[src/rtl/operand_fetch_unit.sv]
// Operand fetch stage in front of a dual-read-port data RAM with registered,
// read-before-write outputs. Instructions pass through a read-issued stage
// (S1) and an output register (OUT). Write-back traffic is snooped so that
// every delivered operand reflects all writes up to the cycle it is consumed.

`ifndef DATA_ROW_WIDTH
`define DATA_ROW_WIDTH 32
`endif
`ifndef DATA_ADDRESS_WIDTH
`define DATA_ADDRESS_WIDTH 8
`endif

module operand_fetch_unit #(
    parameter int DATA_WIDTH = `DATA_ROW_WIDTH,
    parameter int ADDR_WIDTH = `DATA_ADDRESS_WIDTH,
    parameter int OP_WIDTH   = 8
) (
    input  logic                  Clock,
    input  logic                  Reset,
    input  logic                  iInstrValid,
    output logic                  oInstrReady,
    input  logic [OP_WIDTH-1:0]   iOpcode,
    input  logic [ADDR_WIDTH-1:0] iDestination,
    input  logic [ADDR_WIDTH-1:0] iSource0,
    input  logic [ADDR_WIDTH-1:0] iSource1,
    output logic [ADDR_WIDTH-1:0] oReadAddress0,
    output logic [ADDR_WIDTH-1:0] oReadAddress1,
    input  logic [DATA_WIDTH-1:0] iRamData0,
    input  logic [DATA_WIDTH-1:0] iRamData1,
    input  logic                  iWriteEnable,
    input  logic [ADDR_WIDTH-1:0] iWriteAddress,
    input  logic [DATA_WIDTH-1:0] iWriteData,
    output logic                  oOperandValid,
    input  logic                  iOperandReady,
    output logic [OP_WIDTH-1:0]   oOpcode,
    output logic [ADDR_WIDTH-1:0] oDestination,
    output logic [DATA_WIDTH-1:0] oOperand0,
    output logic [DATA_WIDTH-1:0] oOperand1
);

    // Shared pipeline control state
    logic                  s1_valid_q, s1_valid_d;
    logic [OP_WIDTH-1:0]   s1_opcode_q, s1_opcode_d;
    logic [ADDR_WIDTH-1:0] s1_dest_q, s1_dest_d;
    logic                  out_valid_q, out_valid_d;
    logic [OP_WIDTH-1:0]   out_opcode_q, out_opcode_d;
    logic [ADDR_WIDTH-1:0] out_dest_q, out_dest_d;

    logic accept;
    logic adv;

    // Per-port views of the two read ports so both share one generate body
    logic [ADDR_WIDTH-1:0] src_in   [2];
    logic [DATA_WIDTH-1:0] ram_in   [2];
    logic [ADDR_WIDTH-1:0] rd_addr  [2];
    logic [DATA_WIDTH-1:0] operand  [2];

    assign src_in[0] = iSource0;
    assign src_in[1] = iSource1;
    assign ram_in[0] = iRamData0;
    assign ram_in[1] = iRamData1;

    // S1 moves into OUT whenever OUT is empty or being drained this cycle;
    // ready therefore depends combinationally on the downstream ready.
    assign adv         = s1_valid_q & (~out_valid_q | iOperandReady);
    assign oInstrReady = ~s1_valid_q | adv;
    assign accept      = iInstrValid & oInstrReady;

    assign oReadAddress0 = rd_addr[0];
    assign oReadAddress1 = rd_addr[1];
    assign oOperand0     = operand[0];
    assign oOperand1     = operand[1];
    assign oOperandValid = out_valid_q;
    assign oOpcode       = out_opcode_q;
    assign oDestination  = out_dest_q;

    // Next-state of the S1 and OUT control/pass-through fields
    always_comb begin
        s1_valid_d   = s1_valid_q;
        s1_opcode_d  = s1_opcode_q;
        s1_dest_d    = s1_dest_q;
        out_valid_d  = out_valid_q;
        out_opcode_d = out_opcode_q;
        out_dest_d   = out_dest_q;
        if (accept) begin
            s1_valid_d  = 1'b1;
            s1_opcode_d = iOpcode;
            s1_dest_d   = iDestination;
        end else if (adv) begin
            s1_valid_d = 1'b0;
        end
        if (adv) begin
            out_valid_d  = 1'b1;
            out_opcode_d = s1_opcode_q;
            out_dest_d   = s1_dest_q;
        end else if (iOperandReady) begin
            out_valid_d = 1'b0;
        end
    end

    // Control registers; reset discards anything in flight
    always_ff @(posedge Clock) begin
        if (Reset) begin
            s1_valid_q   <= 1'b0;
            s1_opcode_q  <= '0;
            s1_dest_q    <= '0;
            out_valid_q  <= 1'b0;
            out_opcode_q <= '0;
            out_dest_q   <= '0;
        end else begin
            s1_valid_q   <= s1_valid_d;
            s1_opcode_q  <= s1_opcode_d;
            s1_dest_q    <= s1_dest_d;
            out_valid_q  <= out_valid_d;
            out_opcode_q <= out_opcode_d;
            out_dest_q   <= out_dest_d;
        end
    end

    genvar gi;
    generate
        for (gi = 0; gi < 2; gi++) begin : g_port
            logic [ADDR_WIDTH-1:0] s1_src_q, s1_src_d;
            logic [ADDR_WIDTH-1:0] out_src_q, out_src_d;
            logic                  fwd_hit_q, fwd_hit_d;
            logic [DATA_WIDTH-1:0] fwd_data_q, fwd_data_d;
            logic [DATA_WIDTH-1:0] out_operand_q, out_operand_d;
            logic [DATA_WIDTH-1:0] merged;

            // A held S1 keeps re-reading its own source so RAM data stays current
            assign rd_addr[gi] = (accept | ~s1_valid_q) ? src_in[gi] : s1_src_q;
            assign operand[gi] = out_operand_q;

            // Operand merge: live write beats last-cycle write beats RAM data
            always_comb begin
                merged = ram_in[gi];
                if (iWriteEnable && (iWriteAddress == s1_src_q)) begin
                    merged = iWriteData;
                end else if (fwd_hit_q) begin
                    merged = fwd_data_q;
                end
                // The RAM returns pre-write data when read and write collide,
                // so remember such a write for the cycle the data comes back.
                fwd_hit_d     = iWriteEnable && (iWriteAddress == rd_addr[gi]);
                fwd_data_d    = iWriteData;
                s1_src_d      = accept ? src_in[gi] : s1_src_q;
                out_src_d     = out_src_q;
                out_operand_d = out_operand_q;
                if (adv) begin
                    out_src_d     = s1_src_q;
                    out_operand_d = merged;
                end else if (out_valid_q && iWriteEnable && (iWriteAddress == out_src_q)) begin
                    out_operand_d = iWriteData;
                end
            end

            // Per-port source, forward and operand registers
            always_ff @(posedge Clock) begin
                if (Reset) begin
                    s1_src_q      <= '0;
                    out_src_q     <= '0;
                    fwd_hit_q     <= 1'b0;
                    fwd_data_q    <= '0;
                    out_operand_q <= '0;
                end else begin
                    s1_src_q      <= s1_src_d;
                    out_src_q     <= out_src_d;
                    fwd_hit_q     <= fwd_hit_d;
                    fwd_data_q    <= fwd_data_d;
                    out_operand_q <= out_operand_d;
                end
            end
        end
    endgenerate

endmodule

[config.mk]
export PLATFORM = sky130hd
export DESIGN_NAME = operand_fetch_unit
export DESIGN_NICKNAME = d
export VERILOG_FILES = /design/src/rtl/operand_fetch_unit.sv
export SDC_FILE = /design/constraint.sdc
export NUM_CORES = 1
export LEC_CHECK = 0
export ABC_AREA = 0
export BUFFER_PORTS_ARGS = -buffer_cell sky130_fd_sc_hd__buf_2
export CORE_ASPECT_RATIO = 0.9
export CORE_MARGIN = 3
export CORE_UTILIZATION = 28
export DETAILED_ROUTE_END_ITERATION = 6
export PLACE_DENSITY = 0.58
export REMOVE_ABC_BUFFERS = 1
export SETUP_SLACK_MARGIN = 0.3
export SYNTH_ARGS = -nofsm -noshare
export SYNTH_HDL_FRONTEND = slang
export SYNTH_SLANG_ARGS = --single-unit
[constraint.sdc]
create_clock -name Clock -period 2.1 [get_ports Clock]
set_input_delay 0.21 -clock Clock [delete_from_list [all_inputs] [get_ports Clock]]
set_output_delay 0.21 -clock Clock [all_outputs]
set_load 0.05 [all_outputs]
# Yosys cells after proc, flatten, opt, wreduce, memory -nomap -nowiden
# Cells that the tools add are included.
dict set report op_classes {
  eq_ne 6
  n_mux 14
  bitwise_logic 7
  reduce_logical 11
}
# operator n
set op_table {}
lappend op_table {{32-bit two-way mux} 8}
lappend op_table {{8-bit equality test} 6}
lappend op_table {{8-bit two-way mux} 2}
lappend op_table {{2-bit nonzero test} 4}
lappend op_table {{1-bit logical AND} 7}
lappend op_table {{1-bit two-way mux} 4}
lappend op_table {{1-bit bitwise OR} 3}
lappend op_table {{1-bit AND} 2}
lappend op_table {{1-bit inverter} 2}
dict set report totals {
  reg_bits 164
  out_inout_bits 98
  word_cells 53
}

# Longest topological paths before layout
# Gate-level depths: netlist (run 1).
dict set report depth {
  ltp_word 9
  depth_mapped 8
  ltp_nobuf 6
}

# Worst setup path after synthesis (run 1)
# Ideal clock, no wire load.
dict set report synth_timing {
  kind {reg2reg}
  from {register out_valid_q (netlist: oOperandValid)}
  to {register g_port[1].fwd_hit_q}
  setup_time_ps 88
  arrival_time_ps 2107
  required_ps 2012
  path_slack_ps -95
  stages_incl_launch_ff 8
  cell_sequence {dfxtp_1 and2b_2 o21ai_4 buf_6 mux2_2 xnor2_1 nand3_1 nor4_2}
}
dict set report synth_via {
  elab_chain_cells 9
}
# element line_no
set synth_lines {}
lappend synth_lines {{start: declaration} 45} ;# logic out_valid_q, out_valid_d;
lappend synth_lines {{start signal: assignment} 114} ;# out_valid_q <= out_valid_d;
lappend synth_lines {{1-bit inverter} 65} ;# assign adv = s1_valid_q & (~out_valid_q | iOperandReady);
lappend synth_lines {{1-bit bitwise OR} 65}
lappend synth_lines {{1-bit AND} 65}
lappend synth_lines {{1-bit bitwise OR} 66} ;# assign oInstrReady = ~s1_valid_q | adv;
lappend synth_lines {{1-bit AND} 67} ;# assign accept = iInstrValid & oInstrReady;
lappend synth_lines {{1-bit bitwise OR} 131} ;# assign rd_addr[gi] = (accept | ~s1_valid_q) ? src_in[gi] : s1_src_q;
lappend synth_lines {{8-bit two-way mux} 131}
lappend synth_lines {{via oReadAddress1[2]} 27} ;# output logic [ADDR_WIDTH-1:0] oReadAddress1,
lappend synth_lines {{8-bit equality test} 144} ;# fwd_hit_d = iWriteEnable && (iWriteAddress == rd_addr[gi]);
lappend synth_lines {{1-bit logical AND} 144}
lappend synth_lines {{end signal: assignment} 168} ;# fwd_hit_q <= fwd_hit_d;
lappend synth_lines {{end: declaration} 125} ;# logic fwd_hit_q, fwd_hit_d;
# The timed path passes the listed nets, and every way through them passes these cells.
# A chain may end at the register's enable or synchronous reset.

# Worst setup path in the final report (run 1)
dict set report layout_timing {
  from {register out_valid_q (netlist: oOperandValid)}
  to {output oReadAddress1[4]}
}
dict set report layout_via {
  elab_chain_cells 7
}
# element line_no
set layout_lines {}
lappend layout_lines {{1-bit inverter} 65}
lappend layout_lines {{1-bit bitwise OR} 65}
lappend layout_lines {{1-bit AND} 65}
lappend layout_lines {{1-bit bitwise OR} 66}
lappend layout_lines {{1-bit AND} 67}
lappend layout_lines {{1-bit bitwise OR} 131}
lappend layout_lines {{8-bit two-way mux} 131}
lappend layout_lines {{end: declaration} 27}
# No other way between the ends.

==> key figures, run 1 <==
Worst setup path
  – Critical path startpoint category: flip-flop
  – Data required time of the critical path: around 1.9 ns
  – Critical path buffer and inverter count: 2
  – CP Capture Type: output port
  – Largest stage delay, worst path: 0.33 ns
  – Delay-heaviest family, CP: buffers and inverters
  – CP max FO: 8
  – CP Class: flip-flop to output port
  – Crit-path cells: and2b_2, o21ai_4, buf_12, mux2_4, buf_8
  – CP max-delay cell: dfxtp_2
  – Critical path arrival: 1.91 ns

Timing
  – Final setup TNS: -0.100 ns
  – Slew @ Worst Pin: around 0.46 ns
  – RSZ-0062 raised after global routing: yes
  – Max-slew headroom: 68.9%
  – Hold slack: 0.0227 ns
  – Final min period: 2.12 ns
  – Setup WS post-layout: -0.0182 ns
  – Tcrit/Tclk final: 101%
  – Final hold violation count: 0
  – Max-slew violations: 0
  – Setup violators final: 14
  – Clk_skew: 0.0150 ns
  – Fmax: 472 MHz

Power
  – Pwr Density: 788 mW/mm2
  – Total power: between 7000 and 8000 uW
  – Maximum VDD drop: 0.000434 V
  – Leak Pwr: 0.00420 uW

Placed design
  – DP HPWL: 15,000 um
  – Placed inst area: 0.00866 mm2
  – IO buf count: 238
  – GP Congestion: 0.798

Final layout
  – Commonest non-fill, non-tap cell in the layout: buf_2
  – Nets: 1,135
  – Layout area overhead: 41.8%
  – Final Util: 40.7%
  – Fin area: 0.00996 mm2
  – Share of layout cells above drive strength 1: 41.5%
  – Most frequent cells in the layout: buf_2, dfxtp_1, nand2_1

GRT
  – Largest net degree at the start of global routing: 52
  – Initial antenna violation count: 3
  – Vias in the first global route: 6,418
  – First-pass GRT wire length: about 37,000 um
  – Global-route usage over all layers: 17.5%
  – Overflow after GRT: 0

Detailed routing
  – DR vias: 6,601
  – WL final: 24,300 um
  – Routed Antenna Nets: 0
  – First DRT Iteration DRCs: 605
  – DR vias/cell: between 4 and 5
  – DRC Markers: 0
  – DRT Pass-1 Iters: 5
  – WL/cell: ~18 um

CTS
  – CTS root buf: clkbuf_16
  – CTS tree: yes
  – Number of CTS-inserted buffers: 17
  – CTS max path bufs: 2
  – Clock Latency Late Sink: 0.43 ns
  – H-tree levels: 4
  – # clock sinks: 164
  – CTS clock-pin slew for the worst setup and hold paths: about 0.070 ns

Logic synthesis
  – Synth cell types: 22
  – Cell Area, Synth: 0.00703 mm2
  – Synth Warn #: 0
  – #FFs+latches synth: 164
  – Syn avg cell area: between 9 and 10 um2
  – Post-synthesis instance total: 750
  – Post-synthesis sequential area ratio: 46.7%

Floorplan
  – # rows: 54
  – Die Height: 156 um
  – Initial Util: 28.7%
  – Top-Level Pins: 239
  – Die area: about 0.027 mm2
  – Width of the die: 173 um
  – Core area: around 0.024 mm2

Outcome
  – Run status: complete, but fails checks
  – Failing checks: setup timing

Job
  – Max Cap Violations: 0

Hold path
  – HP Class: input port to flip-flop
stage by stage:
stage          instances  worst slack (ns)
2_1_floorplan        683             -1.30
3_3_place_gp        1279             0.185
5_1_grt             1343           -0.0657
6_report            1345           -0.0182
4_1_cts             1342           -0.0308
3_5_place_dp        1279             0.161
synth_stat cells, drive strengths merged:
| library cell | count | share of area [%] |
|---|---|---|
| a21oi | 66 | 4.7 |
| nor2b | 33 | 2.9 |
| nand4 | 6 | 0.53 |
| and2b | 1 | 0.12 |
| nor4 | 3 | 0.53 |
| nand2 | 131 | 7.0 |
| xnor2 | 44 | 5.5 |
| a222oi | 64 | 9.1 |
| dfxtp | 164 | 47 |
| inv | 1 | 0.053 |
| clkbuf | 37 | 2.0 |
| mux2 | 82 | 13 |
| o21ai | 1 | 0.23 |
| nand3 | 8 | 0.57 |
| buf | 30 | 2.2 |
| nand2b | 2 | 0.18 |
| nor2 | 70 | 3.7 |
| xor2 | 4 | 0.50 |
| nor3 | 3 | 0.21 |
report_power, final:
group | internal [uW] | switching [uW]
combinational | 561 | 822
clock | 1640 | 1500
sequential | 3250 | 83.9
logic make-up after synthesis:
group | share of synthesized area, %
AO/OA/AOI/OAI | 14.1
XOR/XNOR | 5.98
buffers and inverters | 4.20
flip-flops | 46.7
multiplexers | 13.2
AND/OR/NAND/NOR | 15.8
worst paths after layout:
kind | cells past startpoint | startpoint | to | slack [ns]
min reg2reg | 2 | s1_dest_q[1] | oDestination[1] | 0.45
max | 5 | oOperandValid | oReadAddress1[4] | -0.02
max reg2reg | 8 | oOperandValid | g_port[1].fwd_hit_q | 0.04
min | 3 | iOpcode[7] | s1_opcode_q[7] | 0.02
sequential cells by signal, summed over array words and instances, names as in the netlist:
name               cells
g_port.fwd_data_q     32
oOperand0             32
oOperand1             32
g_port.out_src_q      16
g_port.s1_src_q       16
oDestination           8
oOpcode                8
s1_dest_q              8
s1_opcode_q            8
g_port.fwd_hit_q       2
oOperandValid          1
s1_valid_q             1
repair_timing:
action,in CTS,in global routing
gates resized for setup,79,2
hold endpoints to repair,6,0
buffers inserted,16,1
pin swaps,11,5
gates cloned,9,0
hold buffers,6,0
setup endpoints to repair,82,82
worst min-delay path, stage by stage:
cell and delay [ns]:
buf_2 0.10, nand2_1 0.05, a21oi_1 0.05
layer usage:
metal | part of all wire, % | vias to the layer above | GRT usage [%]
met4 | 1.5 | 6 | 4.67
met5 | 0.14 | - | 0
met1 | 43 | 3177 | 22.0
met3 | 7.4 | 28 | 5.26
met2 | 48 | 242 | 29.6
li1 | - | 3148 | -
final cells by class:
cell class | instances | area, um2
fill | 2444 | 14500
multi-input combinational | 518 | 3570
sequential | 164 | 3290
timing repair buffer | 292 | 2070
clock buffer | 18 | 439
tap | 336 | 420
clock inverter | 14 | 164
antenna | 2 | 5.00
inverter | 1 | 3.75
Note: power is estimated with default switching activity, not from simulation.
==> inputs of run 2 (changes only) <==
--- a/config.mk
+++ b/config.mk
@@ -9,11 +9,12 @@
 export BUFFER_PORTS_ARGS = -buffer_cell sky130_fd_sc_hd__buf_2
 export CORE_ASPECT_RATIO = 0.9
 export CORE_MARGIN = 3
-export CORE_UTILIZATION = 28
+export CORE_UTILIZATION = 45
 export DETAILED_ROUTE_END_ITERATION = 6
-export PLACE_DENSITY = 0.58
+export PLACE_DENSITY = 0.81
 export REMOVE_ABC_BUFFERS = 1
 export SETUP_SLACK_MARGIN = 0.3
+export SKIP_CTS_REPAIR_TIMING = 1
 export SYNTH_ARGS = -nofsm -noshare
 export SYNTH_HDL_FRONTEND = slang
 export SYNTH_SLANG_ARGS = --single-unit
==> run 2 against run 1 <==
Net effect:
- clock power is 5% higher
- core utilization is 23 points higher
- largest cell class unchanged
- the flow still finishes with violations (setup timing)
- final cell count is 12% lower
- critical endpoint is now oReadAddress0[2]
- count of clock-buffer cells in the layout is 4 higher
- fmax is 2.0% lower
- routed wire length is 5.5% lower
- critical path depth stayed put
- combinational power hardly changed
- critical path type unchanged
==> key figures, run 2 (synthesis results as in run 1) <==
Detailed routing
  – First DRT Iteration DRCs: 777
  – Routed Antenna Nets: 0
  – DR vias/cell: 5.69
  – DR vias: 6,752
  – DRT Pass-1 Iters: 6
  – WL/cell: 19.4 um
  – DRC Markers: 0
  – WL final: 23,000 um

Placed design
  – IO buf count: 238
  – DP HPWL: ~14,000 um
  – Placed inst area: 0.00846 mm2
  – # placed instances: 1,136
  – GP Congestion: between 0.8 and 0.9

Floorplan
  – # rows: 42
  – Width of the die: around 140 um
  – Core area: between 0.01 and 0.015 mm2
  – Top-Level Pins: around 240
  – Initial Util: 46.9%
  – Die Height: around 120 um
  – Die area: 0.0171 mm2

Final layout
  – Layout area overhead: 35.9%
  – Finished Layout Cells: 1,186
  – Layout fillers: 1,182
  – Fin area: 0.00955 mm2
  – Commonest non-fill, non-tap cell in the layout: buf_2
  – Most frequent cells in the layout: buf_2, dfxtp_1, nand2_1
  – Nets: 1,115
  – Share of layout cells above drive strength 1: 41.2%

Power
  – Leak Pwr: 0.00409 uW
  – Pwr Density: 836 mW/mm2
  – Maximum VDD drop: approximately 0.00054 V

Timing
  – Slew @ Worst Pin: between 0.5 and 0.6 ns
  – Fmax: 463 MHz
  – Final min period: 2.16 ns
  – RSZ-0062 raised after global routing: yes
  – Tcrit/Tclk final: 103%
  – Final hold violation count: 0
  – Clk_skew: 0.0111 ns
  – Max-slew headroom: between 60% and 70%
  – Setup WS post-layout: -0.0615 ns
  – Setup violators final: 16
  – Max-slew violations: 0
  – Final setup TNS: -0.583 ns
  – Hold slack: around 0.025 ns

CTS
  – # clock sinks: 164
  – H-tree levels: 4
  – CTS max path bufs: 2
  – CTS clock-pin slew for the worst setup and hold paths: 0.06 ns
  – Clock Latency Late Sink: 0.42 ns
  – CTS tree: yes
  – CTS root buf: clkbuf_16
  – Number of CTS-inserted buffers: 17

Hold path
  – HP Class: input port to flip-flop
  – Worst hold start: iDestination[4]
  – Hold depth: 3

Outcome
  – Failing checks: setup timing
  – Run status: complete, but fails checks

GRT
  – Busiest grt layer: met2
  – Global routing met1 resource utilization: roughly 30%
  – Global-route usage over all layers: 23.5%
  – Overflow after GRT: 0
  – Met3 GRT Util: slightly above 6%
  – Initial antenna violation count: 2
  – Largest net degree at the start of global routing: 72
  – Vias in the first global route: about 6,300
  – M2 GR Usage: 37.9%
  – First-pass GRT wire length: 32,000 um

Worst setup path
  – CP max FO: 8
  – Crit-path cells: and2b_2, o21ai_4, clkbuf_16, mux2_4, buf_8
  – FF-to-FF Start: oOperandValid
  – Critical path startpoint category: flip-flop
  – Instance count on the critical path: 5
  – Worst r2r path cells: 7
  – Critical path buffer and inverter count: 2
  – CP max-delay cell: dfxtp_2
  – Worst Setup SP: oOperandValid
  – Critical path arrival: 1.95 ns
  – Delay-heaviest family, CP: buffers and inverters
  – Data required time of the critical path: 1.89 ns
  – CP Capture Type: output port
  – Largest stage delay, worst path: 0.33 ns
  – CP Class: flip-flop to output port

Job
  – Max Cap Violations: 0
-- run 2: cell count changes in the layout (fill, tap and decap cells not counted), sizes merged --
cell and delta:
clkbuf +8, clkinv -2, inv -5, dlygate4sd3 -6, diode -1, bufinv +3, buf -18
-- run 2: worst paths after layout --
kind	to	slack (ns)
setup / recovery	oReadAddress0[2]	-0.06
hold / removal	s1_dest_q[4]	0.02
setup reg to reg	g_port[0].fwd_hit_q	0.01
hold reg to reg	oDestination[5]	0.45
-- run 2: report_power, final --
group	internal, uW	switching [uW]
registers	3260	88.8
logic	532	822
clock network	2010	1280
-- run 2: routing by layer --
metal  wire length [um]  part of all wire, %
met1               9310                   41
met2              11100                   49
met3               1950                  8.5
met4                541                  2.4
met5                 13                0.057
-- run 2: worst min-delay path, delay by kind of cell --
kind / cells / cell delay [ns]
buffers and inverters: 1 / 0.09
and+or+nand+nor: 1 / 0.05
AOI/OAI and AO/OA: 1 / 0.05
-- run 2: layout make-up --
cell class | count | area, um2 | area share (%)
flip-flops and latches | 164 | 3300 | 34.5
clock buffers | 22 | 484 | 5.07
repair buffers | 272 | 1790 | 18.8
well taps | 198 | 248 | 2.59
clock inverters | 10 | 146 | 1.53
multi-input cells | 518 | 3570 | 37.4
inverters | 1 | 3.75 | 0.0393
diodes | 1 | 2.50 | 0.0262
-- run 2: metrics by stage --
stage | power [uW] | setup WS [ns] | util (%)
after floorplan | 4140 | -1.30 | -
after global placement | 4600 | 0.232 | 56.5
after detailed placement | 4620 | 0.175 | 56.5
after CTS | 7890 | -0.0851 | 60.7
after global routing | 8250 | -0.123 | 63.8
final | 7980 | -0.0615 | 63.8
